`src/rtl/ef_sram_arb_pkg.sv`:
```
// ef_sram_arb_pkg
// Shared definitions for the two-requester EF_SRAM_1024x32v2 port arbiter:
// default address/data widths, requester ids, and the command struct that
// carries one granted access from the accept stage into the SRAM pin stage.
package ef_sram_arb_pkg;

   localparam int DEF_ADDR_W = 10;
   localparam int DEF_DATA_W = 32;

   // Requester ids; also the value of the response tag bit.
   localparam logic REQ_A = 1'b0;
   localparam logic REQ_B = 1'b1;

   typedef struct packed {
      logic                  id;
      logic                  we;
      logic [DEF_ADDR_W-1:0] addr;
      logic [DEF_DATA_W-1:0] wdata;
      logic [DEF_DATA_W-1:0] ben;
   } cmd_t;

endpackage

```
`src/rtl/ef_sram_rr_arbiter.sv`:
```
// ef_sram_rr_arbiter
// Two-way arbiter with burst counter.
//   clk, rst   : clock, synchronous active-high reset (grant forced low in reset)
//   valid[1:0] : request valids, bit 0 = A, bit 1 = B
//   grant[1:0] : one-hot grant, combinational from valid and arbiter state
// Round-robin mode alternates on every tie, so a holder never exceeds a run
// of one grant while the other side waits. Fixed-priority mode gives A every
// tie until A's consecutive-grant count reaches MAX_BURST, then B gets one.
module ef_sram_rr_arbiter
   import ef_sram_arb_pkg::*;
#(
   parameter int MAX_BURST = 4,
   parameter bit PRIO_A    = 1'b0
) (
   input  logic       clk,
   input  logic       rst,
   input  logic [1:0] valid,
   output logic [1:0] grant
);

   // Arbiter state: id of the last grant and its consecutive-grant count.
   logic       last_grant;
   logic [3:0] burst_cnt;
   logic       cap;

   assign cap = (int'(burst_cnt) >= MAX_BURST);

   always_comb begin
      grant = 2'b00;
      if (!rst) begin
         if (valid == 2'b11) begin
            if (PRIO_A)
               grant = (last_grant == REQ_A && cap) ? 2'b10 : 2'b01;
            else
               grant = (last_grant == REQ_A) ? 2'b10 : 2'b01;
         end else begin
            grant = valid;
         end
      end
   end

   // A zero count marks "no grant last cycle", so the next grant starts a
   // fresh run at 1 even when it goes to the same requester.
   always_ff @(posedge clk) begin
      if (rst) begin
         last_grant <= REQ_B;
         burst_cnt  <= 4'd0;
      end else if (|grant) begin
         if (grant[1] == last_grant && burst_cnt != 4'd0)
            burst_cnt <= (burst_cnt == 4'hF) ? burst_cnt : burst_cnt + 4'd1;
         else
            burst_cnt <= 4'd1;
         last_grant <= grant[1];
      end else begin
         burst_cnt <= 4'd0;
      end
   end

endmodule

```
`src/rtl/ef_sram_arbiter.sv`:
```
// ef_sram_arbiter
// Shares one EF_SRAM_1024x32v2 port between requesters A and B.
//   UserCLK, RST             : clock, synchronous active-high reset
//   a_req_* / b_req_*        : valid/ready request channels (we, addr, wdata, ben)
//   a_rsp_* / b_rsp_*        : un-stalled one-cycle completion pulse + read data
//   sram_di/ben/ad/en/r_wb   : registered SRAM command pins
//   sram_do                  : SRAM read data, valid the cycle after the command
// Handshake: a request transfers in the cycle where valid and ready are both
// high; ready never rises without its own valid, at most one ready is high,
// and the response follows exactly two cycles after the transfer.
// Pipeline: C0 accept/arbitrate -> C1 SRAM pins (registered) -> C2 response.
module ef_sram_arbiter
   import ef_sram_arb_pkg::*;
#(
   parameter int ADDR_W    = DEF_ADDR_W,
   parameter int DATA_W    = DEF_DATA_W,
   parameter int MAX_BURST = 4,
   parameter bit PRIO_A    = 1'b0
) (
   input  logic              UserCLK,
   input  logic              RST,
   input  logic              a_req_valid,
   output logic              a_req_ready,
   input  logic              a_req_we,
   input  logic [ADDR_W-1:0] a_req_addr,
   input  logic [DATA_W-1:0] a_req_wdata,
   input  logic [DATA_W-1:0] a_req_ben,
   output logic              a_rsp_valid,
   output logic [DATA_W-1:0] a_rsp_rdata,
   input  logic              b_req_valid,
   output logic              b_req_ready,
   input  logic              b_req_we,
   input  logic [ADDR_W-1:0] b_req_addr,
   input  logic [DATA_W-1:0] b_req_wdata,
   input  logic [DATA_W-1:0] b_req_ben,
   output logic              b_rsp_valid,
   output logic [DATA_W-1:0] b_rsp_rdata,
   output logic [DATA_W-1:0] sram_di,
   output logic [DATA_W-1:0] sram_ben,
   output logic [ADDR_W-1:0] sram_ad,
   output logic              sram_en,
   output logic              sram_r_wb,
   input  logic [DATA_W-1:0] sram_do
);

   logic [1:0] grant;
   cmd_t       c0_cmd;
   logic       c1_id, c1_we;
   logic       c2_valid, c2_id, c2_we;

   ef_sram_rr_arbiter #(
      .MAX_BURST (MAX_BURST),
      .PRIO_A    (PRIO_A)
   ) u_arb (
      .clk   (UserCLK),
      .rst   (RST),
      .valid ({b_req_valid, a_req_valid}),
      .grant (grant)
   );

   assign a_req_ready = grant[0];
   assign b_req_ready = grant[1];

   always_comb begin
      c0_cmd.id    = grant[1] ? REQ_B : REQ_A;
      c0_cmd.we    = grant[1] ? b_req_we    : a_req_we;
      c0_cmd.addr  = grant[1] ? b_req_addr  : a_req_addr;
      c0_cmd.wdata = grant[1] ? b_req_wdata : a_req_wdata;
      c0_cmd.ben   = grant[1] ? b_req_ben   : a_req_ben;
   end

   // C1 pins and C2 tag pipe. sram_en doubles as the C1 valid bit, so a
   // reset clears both the pins and any tag already headed for C2.
   always_ff @(posedge UserCLK) begin
      if (RST) begin
         sram_en   <= 1'b0;
         sram_r_wb <= 1'b1;
         sram_ad   <= '0;
         sram_di   <= '0;
         sram_ben  <= '0;
         c1_id     <= REQ_A;
         c1_we     <= 1'b0;
         c2_valid  <= 1'b0;
         c2_id     <= REQ_A;
         c2_we     <= 1'b0;
      end else begin
         sram_en  <= |grant;
         c2_valid <= sram_en;
         c2_id    <= c1_id;
         c2_we    <= c1_we;
         if (|grant) begin
            sram_r_wb <= ~c0_cmd.we;
            sram_ad   <= c0_cmd.addr;
            sram_di   <= c0_cmd.wdata;
            sram_ben  <= c0_cmd.we ? c0_cmd.ben : '0;
            c1_id     <= c0_cmd.id;
            c1_we     <= c0_cmd.we;
         end else begin
            // Idle: park in read mode, address and data hold.
            sram_r_wb <= 1'b1;
         end
      end
   end

   // Response demux: the non-target side and write acks return zero data.
   assign a_rsp_valid = c2_valid && (c2_id == REQ_A);
   assign b_rsp_valid = c2_valid && (c2_id == REQ_B);
   assign a_rsp_rdata = (a_rsp_valid && !c2_we) ? sram_do : '0;
   assign b_rsp_rdata = (b_rsp_valid && !c2_we) ? sram_do : '0;

endmodule

```
`config.mk`:
```
export PLATFORM = sky130hd
export DESIGN_NAME = ef_sram_arbiter
export DESIGN_NICKNAME = d
export VERILOG_FILES = /design/src/rtl/ef_sram_arb_pkg.sv /design/src/rtl/ef_sram_rr_arbiter.sv /design/src/rtl/ef_sram_arbiter.sv
export SDC_FILE = /design/constraint.sdc
export NUM_CORES = 1
export LEC_CHECK = 0
export ABC_AREA = 0
export BUFFER_PORTS_ARGS = -buffer_cell sky130_fd_sc_hd__buf_2
export CAP_MARGIN = 40
export CORE_AREA = 2 2 129 131
export DETAILED_ROUTE_END_ITERATION = 8
export DIE_AREA = 0 0 131 133
export SLEW_MARGIN = 20
export SYNTH_ARGS = -nofsm -noshare
export SYNTH_HDL_FRONTEND = slang
export SYNTH_SLANG_ARGS = --single-unit
```
`constraint.sdc`:
```
create_clock -name UserCLK -period 1.3 [get_ports UserCLK]
set_input_delay 0.26 -clock UserCLK [delete_from_list [all_inputs] [get_ports UserCLK]]
set_output_delay 0.26 -clock UserCLK [all_outputs]
set_load 0.05 [all_outputs]
```
== Yosys cells after proc, flatten, opt, wreduce, memory -nomap -nowiden ==
Index checks and enable logic that the tools add are counted.

* ROM bits: 0
* Bits in latches: 0
* Bits in writable memories: 0
* Output and inout port bits: 144
* Input port bits: 186
* Register bits after elaboration: 82
* Logic and storage cells: 33
* Memories kept: 0

* Magnitude comparators: 0
* Divide/modulo/power cells: 0
* Bitwise gates (word level): 3
* $mul: 0
* Equal/unequal tests: 1
* Muxes and demuxes: 11
* Reduce and logical (&&, ||, !) cells: 7
* Shift-type cells: 0
* Add/sub/neg operators: 0

{| class="wikitable"
|+ Operators with widths
! operator !! count
|-
| two-way mux 32 bit || 5
|-
| two-way mux 10 bit || 1
|-
| two-way mux 2 bit || 3
|-
| logical AND 1 bit || 4
|-
| OR reduction 2 bit || 2
|-
| NOT 1 bit || 3
|-
| == test 2 bit, second input constant || 1
|-
| two-way mux 1 bit || 2
|-
| logical NOT 1 bit || 1
|}

== Logic depth before layout (Yosys ltp) ==
* Depth in word-level cells: 6
* Gate-level depth with buffers: 7
* Gate-level depth less buffers: 4

== By module ==
From an unflattened synthesis, not the netlist that was laid out.

* Cells, all modules: 423
* Area, all modules: 4,166.5 µm²

{| class="wikitable"
|+ Modules (own cells, without submodules)
! module !! times used !! sequential area each (µm²) !! cells an instance !! area each (µm²)
|-
| ef_sram_arbiter || 1 || 1,621.6 || 415 || 4,106.4
|-
| ef_sram_rr_arbiter || 1 || 20.0 || 8 || 60.1
|}

== Least setup slack after synthesis ==
No wires, ideal clock.

* Path type: flip-flop to output port
* Start: register c2_valid
* End: output port a_rsp_rdata[10]
* Stages on the path, launching flop included: 4
* Data arrival time: 1.327 ns
* Buffers on the path: 1
* Path slack: -0.287 ns
* Data required time: 1.040 ns
* Cells stage by stage: dfxtp_1 -> nor3b_1 -> clkbuf_1 -> and2_1

* Longest elaborated chain between the ends: 3

{| class="wikitable"
|+ RTL lines
! what !! RTL line !! text
|-
| from (decl) || ef_sram_arbiter.sv:49 || <nowiki>logic c2_valid, c2_id, c2_we;</nowiki>
|-
| from (signal assigned) || ef_sram_arbiter.sv:88 || <nowiki>c2_valid <= sram_en;</nowiki>
|-
| logical AND 1 bit || ef_sram_arbiter.sv:106 || <nowiki>assign a_rsp_valid = c2_valid && (c2_id == REQ_A);</nowiki>
|-
| logical AND 1 bit || ef_sram_arbiter.sv:108 || <nowiki>assign a_rsp_rdata = (a_rsp_valid && !c2_we) ? sram_do : '0;</nowiki>
|-
| two-way mux 32 bit || ef_sram_arbiter.sv:108 ||
|-
| to (decl) || ef_sram_arbiter.sv:29 || <nowiki>output logic [DATA_W-1:0] a_rsp_rdata,</nowiki>
|}

No other way between the ends.

== Worst setup path in the final report ==
* Start: register c2_valid
* End: output port a_rsp_rdata[6]

The elaborated chain is that of the path after synthesis.

==> flow_summary.ini <==
[outcome]
status = finished, violations left
violated_checks = negative setup slack

[die]
floorplan.die_area_mm2 = 0.0174
rows = 47
top_level_ports = 330
dieHeight_um = 133
die_w_um = 131
core_region_mm2 = 0.0162
start_util_pct = 23.3

[synth]
syn-instance-count = 423
synthesis.area_mm2 = 0.00377
fraction_of_registers_with_async_set_or_reset_after_synthesis_pct = 0
yosysTopAreaCell = sky130_fd_sc_hd__dfxtp_1
synthTopCellsByArea = sky130_fd_sc_hd__dfxtp_1, sky130_fd_sc_hd__mux2i_1, sky130_fd_sc_hd__and2_1
synth_enable_flop_cells = 0
fraction_of_post_synthesis_cell_area_in_the_top_cell_type_by_area_pct = 43.5
avg_cell_area_syn_um2 = 8.92
ys_seq_area_share_pct = 43.5
ys_seq_elements = 82
postSynthNetCount = 609
synth_ff_type = sky130_fd_sc_hd__dfxtp_1
synthesis.yosys.warnings = 0
ys_types = 23

[worst_setup_path]
worstPathRequired_ns = 1.04
crit-reg2reg-launch = u_arb.last_grant$_SDFFE_PP1P_
path_max_fanout = 16
critPathKind = flop to primary output
r2r.worst_path.cells = 7
end_kind = primary output
startpoint_type = flop
r2r_setup_slack_ns = -0.15
rr_endpoint = sram_ben[20]$_SDFFE_PP0P_
worst-endpoint-arrival_ns = 1.50

[power]
p_leak_nw = 3.64
irDropWorstVdd_uv = 494
cellPowerDensity_mw_per_mm2 = 971

[clock_network]
clock_buffer_depth = 2
clkSinkCount = 82
insertion_delay_ns = 0.34
cts.htree.levels = 3
root_buffer = sky130_fd_sc_hd__clkbuf_16
cts-buffers-inserted = 9
cts.clk_slew.worst_paths_ns = 0.07
cts_tree = built

[final_layout]
areaGrowthSynthToFinish_pct = 103
fin_area_mm2 = 0.00767
fillerInstances = 1501
drive_above_1_share_pct = 64.2
layout.nets = 980
mostFrequentLayoutCells = sky130_fd_sc_hd__buf_2, sky130_fd_sc_hd__dfxtp_1, sky130_fd_sc_hd__nand2_1
layout.cells.most_common = sky130_fd_sc_hd__buf_2

[global_route]
groute.usage.overall_pct = 17.2
overflow = 0
grt_pass1_vias = 4284
wire_length_of_the_first_global_routing_pass_um = 22900
maximum_number_of_pins_on_one_net_before_global_route_repair = 44
number_of_antenna_violations_at_the_first_check_in_global_routing = 5

[timing]
fin_crit_sh_pct = 136
slew-limit-headroom_pct = 83.5
max_clock_freq_ghz = 0.568
hold_ws_ns = 0.181
tightestPinTransition_ns = 0.241
report.final.hold_viol_count = 0
skew_ns = 0.00769
slew_viol_final = 0
finalWorstSetupSlack_ns = -0.462
grt_setup_unrepaired = yes
finalSetupViolations = 144
min_period_ns = 1.76

[worst_hold_path]
hold_path_startpoint = a_req_addr[3]
class_of_the_worst_hold_path = input port to flop
worst_hold_path.num_cells = 3
hold-path-endpoint = sram_ad[3]$_SDFFE_PP0P_

[drt]
postRouteAntennaNets = 0
route.detailed.vias_per_inst = 4.41
detail_route.first_pass.iterations = 4
vias = 4512
drt_wl_total_um = 16600
post-route-drc-count = 0
starting_drc_count_in_detailed_routing = 104
routed_wire_length_per_instance_um = 16.2

[placement]
dpl.hpwl_um = 10900
portBuffers = 329
placedInstanceArea_mm2 = 0.00606
routabilityCongestion = 0.743

[flow_run]
cap_viol_max_count = 0
cell type report:
| type | instances | area (um2) | share of cell area [%] |
|---|---|---|---|
| clock buffer | 9 | 225 | 2.94 |
| inverter | 2 | 7.51 | 0.0979 |
| clock inverter | 7 | 52.6 | 0.685 |
| timing repair buffer | 392 | 3180 | 41.5 |
| sequential | 82 | 1650 | 21.5 |
| tap | 220 | 275 | 3.59 |
| antenna | 5 | 12.5 | 0.163 |
| multi-input combinational | 307 | 2270 | 29.6 |
worst max-delay path, cell delays in order, from the launching register on:
cell	delay [ns]
sky130_fd_sc_hd__dfxtp_2	0.35
sky130_fd_sc_hd__nor3b_4	0.21
sky130_fd_sc_hd__buf_4	0.15
sky130_fd_sc_hd__buf_12	0.13
sky130_fd_sc_hd__and2_4	0.17
sky130_fd_sc_hd__buf_8	0.14
metal layers:
metal	GRT usage (%)	share of wire, %	vias to the layer above
li1	-	-	2174
met1	19.2	38	2077
met2	30.2	52	236
met3	5.18	8.2	25
met4	6.80	2.6	0
met5	0	0	-
power breakdown:
group          switching (mW)  internal, mW  leakage [nW]  total, mW
registers              0.0823          2.69         0.678       2.77
clock network            1.11          1.31         0.136       2.42
logic                    1.35         0.913          2.82       2.26
total                    2.54          4.91          3.64       7.45
flip-flops by register name, indices dropped and copies added (netlist names):
| signal | count |
|---|---|
| c2_id | 1 |
| sram_en | 1 |
| sram_r_wb | 1 |
| sram_ad | 10 |
| c1_id | 1 |
| c2_valid | 1 |
| u_arb.last_grant | 1 |
| sram_ben | 32 |
| c1_we | 1 |
| sram_di | 32 |
| c2_we | 1 |
synth_stat cells (2+ instances only):
| cell | n |
|---|---|
| sky130_fd_sc_hd__nand2_1 | 76 |
| sky130_fd_sc_hd__nand2b_1 | 2 |
| sky130_fd_sc_hd__inv_1 | 2 |
| sky130_fd_sc_hd__and2_1 | 65 |
| sky130_fd_sc_hd__o21ai_0 | 37 |
| sky130_fd_sc_hd__dfxtp_1 | 82 |
| sky130_fd_sc_hd__nor2_1 | 3 |
| sky130_fd_sc_hd__mux2i_1 | 74 |
| sky130_fd_sc_hd__nor2b_1 | 3 |
| sky130_fd_sc_hd__and3b_1 | 2 |
| sky130_fd_sc_hd__buf_2 | 4 |
| sky130_fd_sc_hd__buf_6 | 6 |
| sky130_fd_sc_hd__clkbuf_1 | 18 |
| sky130_fd_sc_hd__buf_4 | 3 |
| sky130_fd_sc_hd__o21ai_1 | 38 |
per-stage QoR:
step / std cells / power, mW / worst slack (ns) / util, % / setup TNS [ns]
CTS: 1018 / 7.49 / -0.436 / 45.9 / -36.47
floorplan: 423 / 4.01 / -0.0834 / - / -2.62
global placement: 979 / 4.69 / -0.141 / 37.5 / -14.34
global route: 1024 / 7.80 / -0.543 / 47.4 / -41.02
detailed placement: 979 / 4.70 / -0.168 / 37.5 / -16.23
finish: 1024 / 7.45 / -0.462 / 47.4 / -33.30
cell families after synthesis:
group                  synth area share, %
AND/OR/NAND/NOR                       20.7
multiplexers                          19.6
AO/OA/AOI/OAI                         10.8
buffers and inverters                 5.31
flip-flops                            43.5
how the worst max path moves through the flow:
stage | to | start | cells past startpoint | slack [ns]
after floorplan | sram_di[2]$_SDFFE_PP0P_ | RST | 7 | -0.08
after global placement | sram_di[14]$_SDFFE_PP0P_ | RST | 6 | -0.14
after detailed placement | sram_di[30]$_SDFFE_PP0P_ | RST | 6 | -0.17
after CTS | a_rsp_rdata[2] | c2_we$_SDFF_PP0_ | 5 | -0.44
after global routing | a_rsp_rdata[6] | c2_valid$_SDFF_PP0_ | 5 | -0.54
final | a_rsp_rdata[6] | c2_valid$_SDFF_PP0_ | 5 | -0.46
timing repair:
action	CTS	global route
cloned	6	3
pin swaps	16	50
hold buffers	0	0
gates resized for setup	269	87
setup buffers	17	4
endpoints found under the setup margin	129	146
(Power assumes the default switching activity.)
